**config.mk**
```make
export PLATFORM = sky130hd
export DESIGN_NAME = shr_multicycle
export DESIGN_NICKNAME = d
export VERILOG_FILES = /design/src/rtl/mips_alu_pkg.sv /design/src/rtl/shr_step.sv /design/src/rtl/shr_multicycle.sv
export SDC_FILE = /design/constraint.sdc
export NUM_CORES = 1
export LEC_CHECK = 0
export BUFFER_PORTS_ARGS = -buffer_cell sky130_fd_sc_hd__buf_2
export CAP_MARGIN = 40
export CORE_ASPECT_RATIO = 0.9
export CORE_UTILIZATION = 40
export DETAILED_ROUTE_END_ITERATION = 6
export PLACE_DENSITY = 0.64
export SYNTH_ARGS = -nofsm -noshare
export SYNTH_HDL_FRONTEND = slang
export SYNTH_HIERARCHICAL = 1
export SYNTH_SLANG_ARGS = --single-unit
export TNS_END_PERCENT = 30
```
**constraint.sdc**
```tcl
create_clock -name clk -period 2.9 [get_ports clk]
set_input_delay 0.145 -clock clk [delete_from_list [all_inputs] [get_ports clk]]
set_output_delay 0.145 -clock clk [all_outputs]
set_load 0.1 [all_outputs]
```
**src/rtl/mips_alu_pkg.sv**
```systemverilog
// rtl/mips_alu_pkg.sv - shared ALU shift-path types and funct codes
// Contents:
//   shr_state_t  state encoding of the multi-cycle right shifter
//   FUNCT_*      R-type funct codes routed to the right-shift path
package mips_alu_pkg;

    typedef enum logic [1:0] {
        IDLE = 2'd0,
        BUSY = 2'd1,
        DONE = 2'd2
    } shr_state_t;

    localparam logic [5:0] FUNCT_SRL  = 6'h02;
    localparam logic [5:0] FUNCT_SRA  = 6'h03;
    localparam logic [5:0] FUNCT_SRLV = 6'h06;
    localparam logic [5:0] FUNCT_SRAV = 6'h07;

endpackage

```
**src/rtl/shr_step.sv**
```systemverilog
// rtl/shr_step.sv - combinational single-step right shifter with fill
// Ports:
//   x     in   WIDTH             value to shift
//   n     in   $clog2(STEP+1)    shift distance, 0..STEP
//   fill  in   1                 bit shifted into the vacated MSBs
//   y     out  WIDTH             x >> n with the top n bits set to fill
module shr_step #(
    parameter int WIDTH = 32,
    parameter int STEP  = 1,
    localparam int NW   = $clog2(STEP + 1)
) (
    input  logic [WIDTH-1:0] x,
    input  logic [NW-1:0]    n,
    input  logic             fill,
    output logic [WIDTH-1:0] y
);

    // Prepending fill as a sign bit lets one arithmetic shift do both SRL
    // (fill=0) and SRA (fill=sign); the extra MSB is discarded.
    logic sh_unused_msb;

    assign {sh_unused_msb, y} = $signed({fill, x}) >>> n;

endmodule

```
**src/rtl/shr_multicycle.sv**
```systemverilog
// rtl/shr_multicycle.sv - multi-cycle right shifter for SRL/SRA/SRLV/SRAV
// Ports:
//   clk    in   1      rising-edge clock
//   rst    in   1      asynchronous active-high reset
//   start  in   1      request, sampled only while busy==0
//   flush  in   1      synchronous abort, wins over start
//   a      in   WIDTH  operand
//   shamt  in   SHW    shift amount 0..WIDTH-1
//   arith  in   1      1 = arithmetic (sign fill), 0 = logical (zero fill)
//   busy   out  1      operation in flight
//   done   out  1      one-cycle pulse, y valid in the same cycle
//   y      out  WIDTH  result, held until the next done
module shr_multicycle
    import mips_alu_pkg::*;
#(
    parameter int WIDTH = 32,
    parameter int SHW   = $clog2(WIDTH),
    parameter int STEP  = 1,
    localparam int NW   = $clog2(STEP + 1)
) (
    input  logic             clk,
    input  logic             rst,
    input  logic             start,
    input  logic             flush,
    input  logic [WIDTH-1:0] a,
    input  logic [SHW-1:0]   shamt,
    input  logic             arith,
    output logic             busy,
    output logic             done,
    output logic [WIDTH-1:0] y
);

    shr_state_t       state_q, state_d;
    logic [WIDTH-1:0] acc_q, acc_d;
    logic [SHW-1:0]   rem_q, rem_d;
    logic             fill_q, fill_d;
    logic [WIDTH-1:0] y_q, y_d;

    logic [NW-1:0]    step_n;
    logic [SHW-1:0]   rem_after;
    logic [WIDTH-1:0] acc_shifted;

    // The last step may be partial: never shift further than what remains.
    always_comb begin
        step_n = NW'(STEP);
        if (rem_q < SHW'(STEP)) begin
            step_n = NW'(rem_q);
        end
    end

    assign rem_after = rem_q - SHW'(step_n);

    shr_step #(
        .WIDTH (WIDTH),
        .STEP  (STEP)
    ) u_step (
        .x    (acc_q),
        .n    (step_n),
        .fill (fill_q),
        .y    (acc_shifted)
    );

    always_comb begin
        state_d = state_q;
        acc_d   = acc_q;
        rem_d   = rem_q;
        fill_d  = fill_q;
        y_d     = y_q;

        case (state_q)
            IDLE, DONE: begin
                state_d = IDLE;
                if (start) begin
                    acc_d  = a;
                    rem_d  = shamt;
                    fill_d = arith & a[WIDTH-1];
                    if (shamt == '0) begin
                        // Nothing to shift: the result is ready next cycle.
                        state_d = DONE;
                        y_d     = a;
                    end else begin
                        state_d = BUSY;
                    end
                end
            end
            BUSY: begin
                acc_d = acc_shifted;
                rem_d = rem_after;
                if (rem_after == '0) begin
                    state_d = DONE;
                    y_d     = acc_shifted;
                end
            end
            default: begin
                state_d = IDLE;
            end
        endcase

        // Abort discards the operation in flight and leaves y untouched.
        if (flush) begin
            state_d = IDLE;
            acc_d   = acc_q;
            rem_d   = rem_q;
            fill_d  = fill_q;
            y_d     = y_q;
        end
    end

    always_ff @(posedge clk or posedge rst) begin
        if (rst) begin
            state_q <= IDLE;
            acc_q   <= '0;
            rem_q   <= '0;
            fill_q  <= 1'b0;
            y_q     <= '0;
        end else begin
            state_q <= state_d;
            acc_q   <= acc_d;
            rem_q   <= rem_d;
            fill_q  <= fill_d;
            y_q     <= y_d;
        end
    end

    assign busy = (state_q == BUSY);
    assign done = (state_q == DONE);
    assign y    = y_q;

endmodule
```
=== Word level (Yosys, flattened, before mapping) ===
Index checks and enable logic that the tools add are counted.

* Flip-flop bits (word level): 72
* Bits of input ports: 42
* Output and inout port bits: 34
* Word-level logic and storage cells: 38

* $add $sub $neg: 1
* $lt $le $gt $ge: 1
* Equal/unequal tests: 6
* Shift operators: 1
* Mux-type cells: 14
* Bitwise operators: 2
* Reductions and logical operators: 8

{| class="wikitable"
|+ Operators by type and width
! operator !! number
|-
| 32-bit two-way mux || 4
|-
| 32-bit case mux with 2 select lines || 2
|-
| 33-bit by 1-bit >>> shifter with 32-bit output || 1
|-
| 5-bit logical NOT || 2
|-
| 5-bit case mux with 2 select lines || 1
|-
| 2-bit two-way mux || 4
|-
| 3-bit AND reduction || 2
|-
| 5-bit by 1-bit less-than comparator with 1-bit output (second input constant) || 1
|-
| 5-bit two-way mux || 1
|-
| 5-bit AND reduction || 1
|-
| 5-bit by 1-bit subtractor with 5-bit output || 1
|-
| 2-bit inequality test (second input constant) || 2
|-
| 2-bit case mux with 2 select lines || 1
|-
| 3-bit by 2-bit inequality test with 1-bit output (second input constant) || 1
|-
| 2-bit by 1-bit equality test with 1-bit output (second input constant) || 1
|-
| 2-bit equality test (second input constant) || 1
|-
| 2-bit logical NOT || 1
|-
| 2-bit by 1-bit inequality test with 1-bit output (second input constant) || 1
|-
| 2-bit nonzero test || 1
|-
| 2-bit OR reduction || 1
|-
| 1-bit AND || 1
|-
| 1-bit two-way mux || 1
|-
| 1-bit NOT || 1
|}

=== Depth between registers and ports, before layout ===
* Word-level depth: 7
* Gate-level depth with buffers: 8
* Mapped depth without buffers: 7

=== Modules after synthesis ===
Netlist, hierarchy kept.

{| class="wikitable"
|+ Modules (own cells, without submodules)
! module !! instances !! cells each !! area each (sq um) !! seq. area each (sq um)
|-
| shr_multicycle || 1 || 299 || 3259.4 || 1801.7
|-
| shr_step || 1 || 36 || 544.3 || 0.0
|}

=== Worst setup path before layout ===
No wires, ideal clock.

* Path type: register to register
* From: register rem_q[4]
* To: register y_q[14], in the netlist y[14]
* Library setup time: 0.079 ns
* Arrival time: 2.079 ns
* Data required time: 2.821 ns
* Slack: 0.742 ns
* Stages on the path, launching flop included: 9
* Clock period less this slack: 2.158 ns
* Path through: dfrtp_1 nor2_1 a21oi_1 ha_1 xnor2_1 a31oi_1 a221oi_4 buf_8 mux2i_1

* Cells in the longest elaborated chain, start to end: 6
* Elaborated cells between the ends (all ways): 9
* Classes of those cells: add/sub (1); order compare (1); eq/ne (1); shift (1); mux (3); reduce/logical (2)

{| class="wikitable"
|+ Ends and longest elaborated chain
! item !! line !! source
|-
| start, declared || shr_multicycle.sv:35 || <nowiki>logic [SHW-1:0] rem_q, rem_d;</nowiki>
|-
| start signal, assigned || shr_multicycle.sv:119 || <nowiki>rem_q <= rem_d;</nowiki>
|-
| 5-bit by 1-bit less-than comparator with 1-bit output || shr_multicycle.sv:46 || <nowiki>if (rem_q < SHW'(STEP)) begin</nowiki>
|-
| 1-bit two-way mux || shr_multicycle.sv:46 ||
|-
| 5-bit by 1-bit subtractor with 5-bit output || shr_multicycle.sv:51 || <nowiki>assign rem_after = rem_q - SHW'(step_n);</nowiki>
|-
| 5-bit logical NOT || shr_multicycle.sv:89 || <nowiki>if (rem_after == '0) begin</nowiki>
|-
| 2-bit by 1-bit inequality test with 1-bit output (no source line) || n/a ||
|-
| 5-bit AND reduction (no source line) || n/a ||
|-
| end signal, assigned || shr_multicycle.sv:121 || <nowiki>y_q <= y_d;</nowiki>
|-
| end, declared || shr_multicycle.sv:37 || <nowiki>logic [WIDTH-1:0] y_q, y_d;</nowiki>
|}

Parallel ways exist; a longest one is shown, timed or not. The select of a mux whose other input is x is not followed.
A chain may end at the register's enable or synchronous reset.

=== Worst setup path after layout ===
* From: register rem_q[3]
* To: register y_q[7], in the netlist y[7]

The elaborated chain is that of the path after synthesis.

==> metrics list <==
- Detailed routing placed a total of about 370 um of wire on met3.
* DRC Markers: 0
* Cell accounting for the most synthesized area: dfrtp_1
- In this run, synthesis inferred 0 flip-flops with an integrated enable.
- Minimum setup slack in the final design: approximately 0.42 ns
- CTS H-Tree Depth: 3
* Worst setup SP type: flop
* Most instantiated library cell after synthesis: dfrtp_1
* Slew at the pin closest to its max-slew limit: about 0.65 ns
* Initial core utilization: between 40% and 50%
- Routed Antenna Nets: 0
- Ranking of synthesized cells by instance count: dfrtp_1 (72), mux2i_1 (64), nand2_1 (39), inv_1 (37), o21ai_0 (36)
- After the first detailed-routing iteration, the DRC count stood at 86.
- Number of nets produced by synthesis: between 300 and 400
- TritonCTS Buffers: 9
- Excluding fillers, the count of instances in the completed layout stands at around 540.
- Number of input and output port buffers inserted: 75
* Via density per instance: around 4.7
- Share of synthesized cell area in full adder, half adder and majority cells: less than 1%
- The flow ran to the end, and the final reports show no timing, DRC or antenna violations.
- Gates resized during post-CTS repair numbered 0.
* Post-synthesis simple-gate area fraction: between 6 and 7%
- DRT met1 WL: around 3.6 mm
* Clock sink count: 72
- Initial antenna violation count: 0
- In the final layout, the share of cells above drive strength 1 is 33.33%.
- Worst r2r dst: y[7]
* RSZ-0062 raised after global routing: false
- Avg Cell Area, Syn: 11.35 sq um
- Number of buffers on the longest clock path: 2
- The detailed router placed 2,523 vias in this run.
- Number of diodes: 0
- The number of failing hold endpoints at the final stage was 0.
- Chip width: 104.8 um
- Source-to-sink clock delay at the later pin of the worst-skew pair: roughly 0.34 ns
- Met2 wire len: 3.389 mm
* Reg2Reg Depth: 8
- Final worst path period share: a little under nine tenths
- By area the synthesized netlist is led by dfrtp_1 (47%), mux2i_1 (17%), mux2_4 (12%).
* Post-Syn Instances: between 300 and 400
- Largest net degree at the start of global routing: slightly below 70
- Hold bufs inserted after CTS: 2
* Post-CTS setup-driven buffer insertion count: 0
* Reg-to-reg setup timing slack: 0.42 ns
- The worst hold path begins at a[31].
- Timing would allow up to 403.5 MHz.
* Ys flop type: dfrtp_1
- I/O pins: between 70 and 80
- After global routing the overflow that remains totals 0.
* Global-route wire length before repair: 12.61 mm
* Critical path type: flop to flop
- Summed over its instances, the top area cell type makes up between 40% and 50% of the synthesized netlist area.
* Total Wirelength: 7.437 mm
- After legalization and detailed placement, the total HPWL measured 5.192 mm.
* Placeable core area: 9166 sq um
- Total routing resource utilization after global routing: 16.40%
- Total negative slack: 0 ns
- The worst register-to-register path begins at rem_q[3].
* Cell depth of the worst hold path: 3
- End point of the most critical hold path: fill_q
* Register clock-pin slew on the reported worst setup and hold paths: about 0.080 ns
- Of the synthesized area, sequential elements account for 47.37%.
* Max transition margin: between 50% and 60%
- STA classifies the critical path endpoint as a flop.
- Fraction of the mapped netlist area in compound gates: about 8%
- Routability-driven placement finished with a final weighted congestion of about 0.85.
- The die covers about 10000 sq um.
- Vertical extent of the die: between 90 and 100 um
- On the final layout, the worst hold slack is approximately 0.077 ns.
- Max-capacitance violation count: 0
- The worst path in the final design needs a cycle of about 2.5 ns, including I/O delays and setup.
* Multi-input gate area: roughly 1700 sq um
- TritonCTS built the clock tree.
- Setup violations remaining at the end of the flow were counted as 0.
- The synthesized netlist devotes less than 1% of its cell area to XOR and XNOR gates.
- Pre-CTS setup slack: between 0.4 and 0.5 ns
- The portion of synthesized area spent on multiplexers is between 20% and 30%.
- Wire length per cell after detailed routing: 13.80 um
- Nets@finish: between 400 and 500
- Counting tap cells, the placed design contains a total of between 500 and 600 instances.
* Via count of the first global-routing pass: ~2,600
- After synthesis, the largest family of logic cells by area is multiplexers.
- The netlist uses 33 different library cells.
* Worst clock skew: about 0.01 ns
* Path category of the worst min-delay check: input pin to flop
- Yosys printed 6 warnings.
- Synthesis-stage register bit count: 72
- The sequential cells in the finished layout cover a total of between 1500 and 2000 sq um.
- Data required time at the worst endpoint: around 3.2 ns
- Arrival time worst endpoint: ~2.7 ns
- Clock root buffer master: clkbuf_8
- The cell area that synthesis handed to floorplanning was roughly 3800 sq um.
- Of all nets on the critical path, the largest fanout is 24.
* Count of TritonRoute iterations in the first routing pass: 4
- Number of rows in the core area: 33
- For this run, asynchronously set or reset flops after synthesis account for 100.0%.
- The highest layer touched by signal routing is met4.
- Fill cells in the final layout number between 800 and 900.
* Post-synthesis to final-layout area growth: 16.74%
- The number of slew-limit violations in the final report was 0.
-- worst max path at each step --
stage / from / end / slack, ns / cells after the start
2_1_floorplan: rem_q[4] / y[14] / 0.74 / 8
3_3_place_gp: rem_q[4] / y[7] / 0.53 / 8
3_5_place_dp: rem_q[4] / y[27] / 0.41 / 8
4_1_cts: rem_q[3] / y[22] / 0.40 / 8
5_1_grt: rem_q[3] / y[27] / 0.16 / 8
6_report: rem_q[3] / y[7] / 0.42 / 8
-- registers in the layout, indices dropped and copies added (netlist names) --
register	flops
y	32
fill_q	1
acc_q	32
state_q	2
rem_q	5
-- logic make-up after synthesis --
group	after synthesis
and+or+nand+nor	55
DFF	72
xor gates and xnor gates	1
buffers and inverters	57
muxes	96
AOI/OAI and AO/OA	52
adders and majority gates	2
-- worst max-delay path, cell delays in order (launching register included) --
cell and delay (ns):
dfrtp_1 0.41, nor2_1 0.23, a21oi_1 0.15, ha_1 0.26, xnor2_1 0.17, a31oi_1 0.17, a221oi_4 0.34, buf_4 0.42
mux2i_1 0.23
-- cells in the final DEF (no fill, tap or decap), drive strengths merged --
cell / synthesis / final
nor3b: 1 / 1
a21oi: 6 / 6
nor2: 6 / 6
nand3: 2 / 2
a211oi: 1 / 1
nand2: 39 / 39
a221oi: 1 / 1
bufinv: 0 / 1
nor4: 1 / 1
dfrtp: 72 / 72
o22ai: 2 / 2
ha: 2 / 2
clkinv: 1 / 4
o31ai: 1 / 1
mux2: 32 / 32
o21ai: 36 / 36
dlygate4sd3: 0 / 2
a21o: 1 / 1
xnor2: 1 / 1
clkinvlp: 0 / 1
nand2b: 2 / 2
buf: 12 / 84
a22o: 1 / 1
a31oi: 2 / 2
nor2b: 2 / 2
mux2i: 64 / 64
nor3: 1 / 1
a32o: 1 / 1
clkbuf: 7 / 9
or3b: 1 / 1
inv: 37 / 38
-- metal layers --
layer / up-vias / GRT usage (%)
li1: 1283 / -
met1: 1173 / 21.58
met2: 65 / 25.83
met3: 2 / 4.969
met4: 0 / 5.634
met5: - / 0
-- layout make-up --
type | count | share of cell area (%)
Inverter | 38 | 3.212
Tap cell | 122 | 3.438
Timing Repair Buffer | 86 | 10.43
Multi-Input combinational cell | 206 | 38.18
Sequential cell | 72 | 40.57
Clock buffer | 9 | 2.790
Clock inverter | 6 | 1.381
-- metrics by stage --
stage | util, % | cell area [sq um]
3_5_place_dp | 46.21 | 4235
2_1_floorplan | - | 3804
3_3_place_gp | 46.21 | 4235
6_report | 48.44 | 4441
5_1_grt | 48.44 | 4441
4_1_cts | 48.44 | 4441
Power is left out: the tool's default activity adds up to more than one toggle a clock period on the data nets, which glitch-free logic cannot reach.
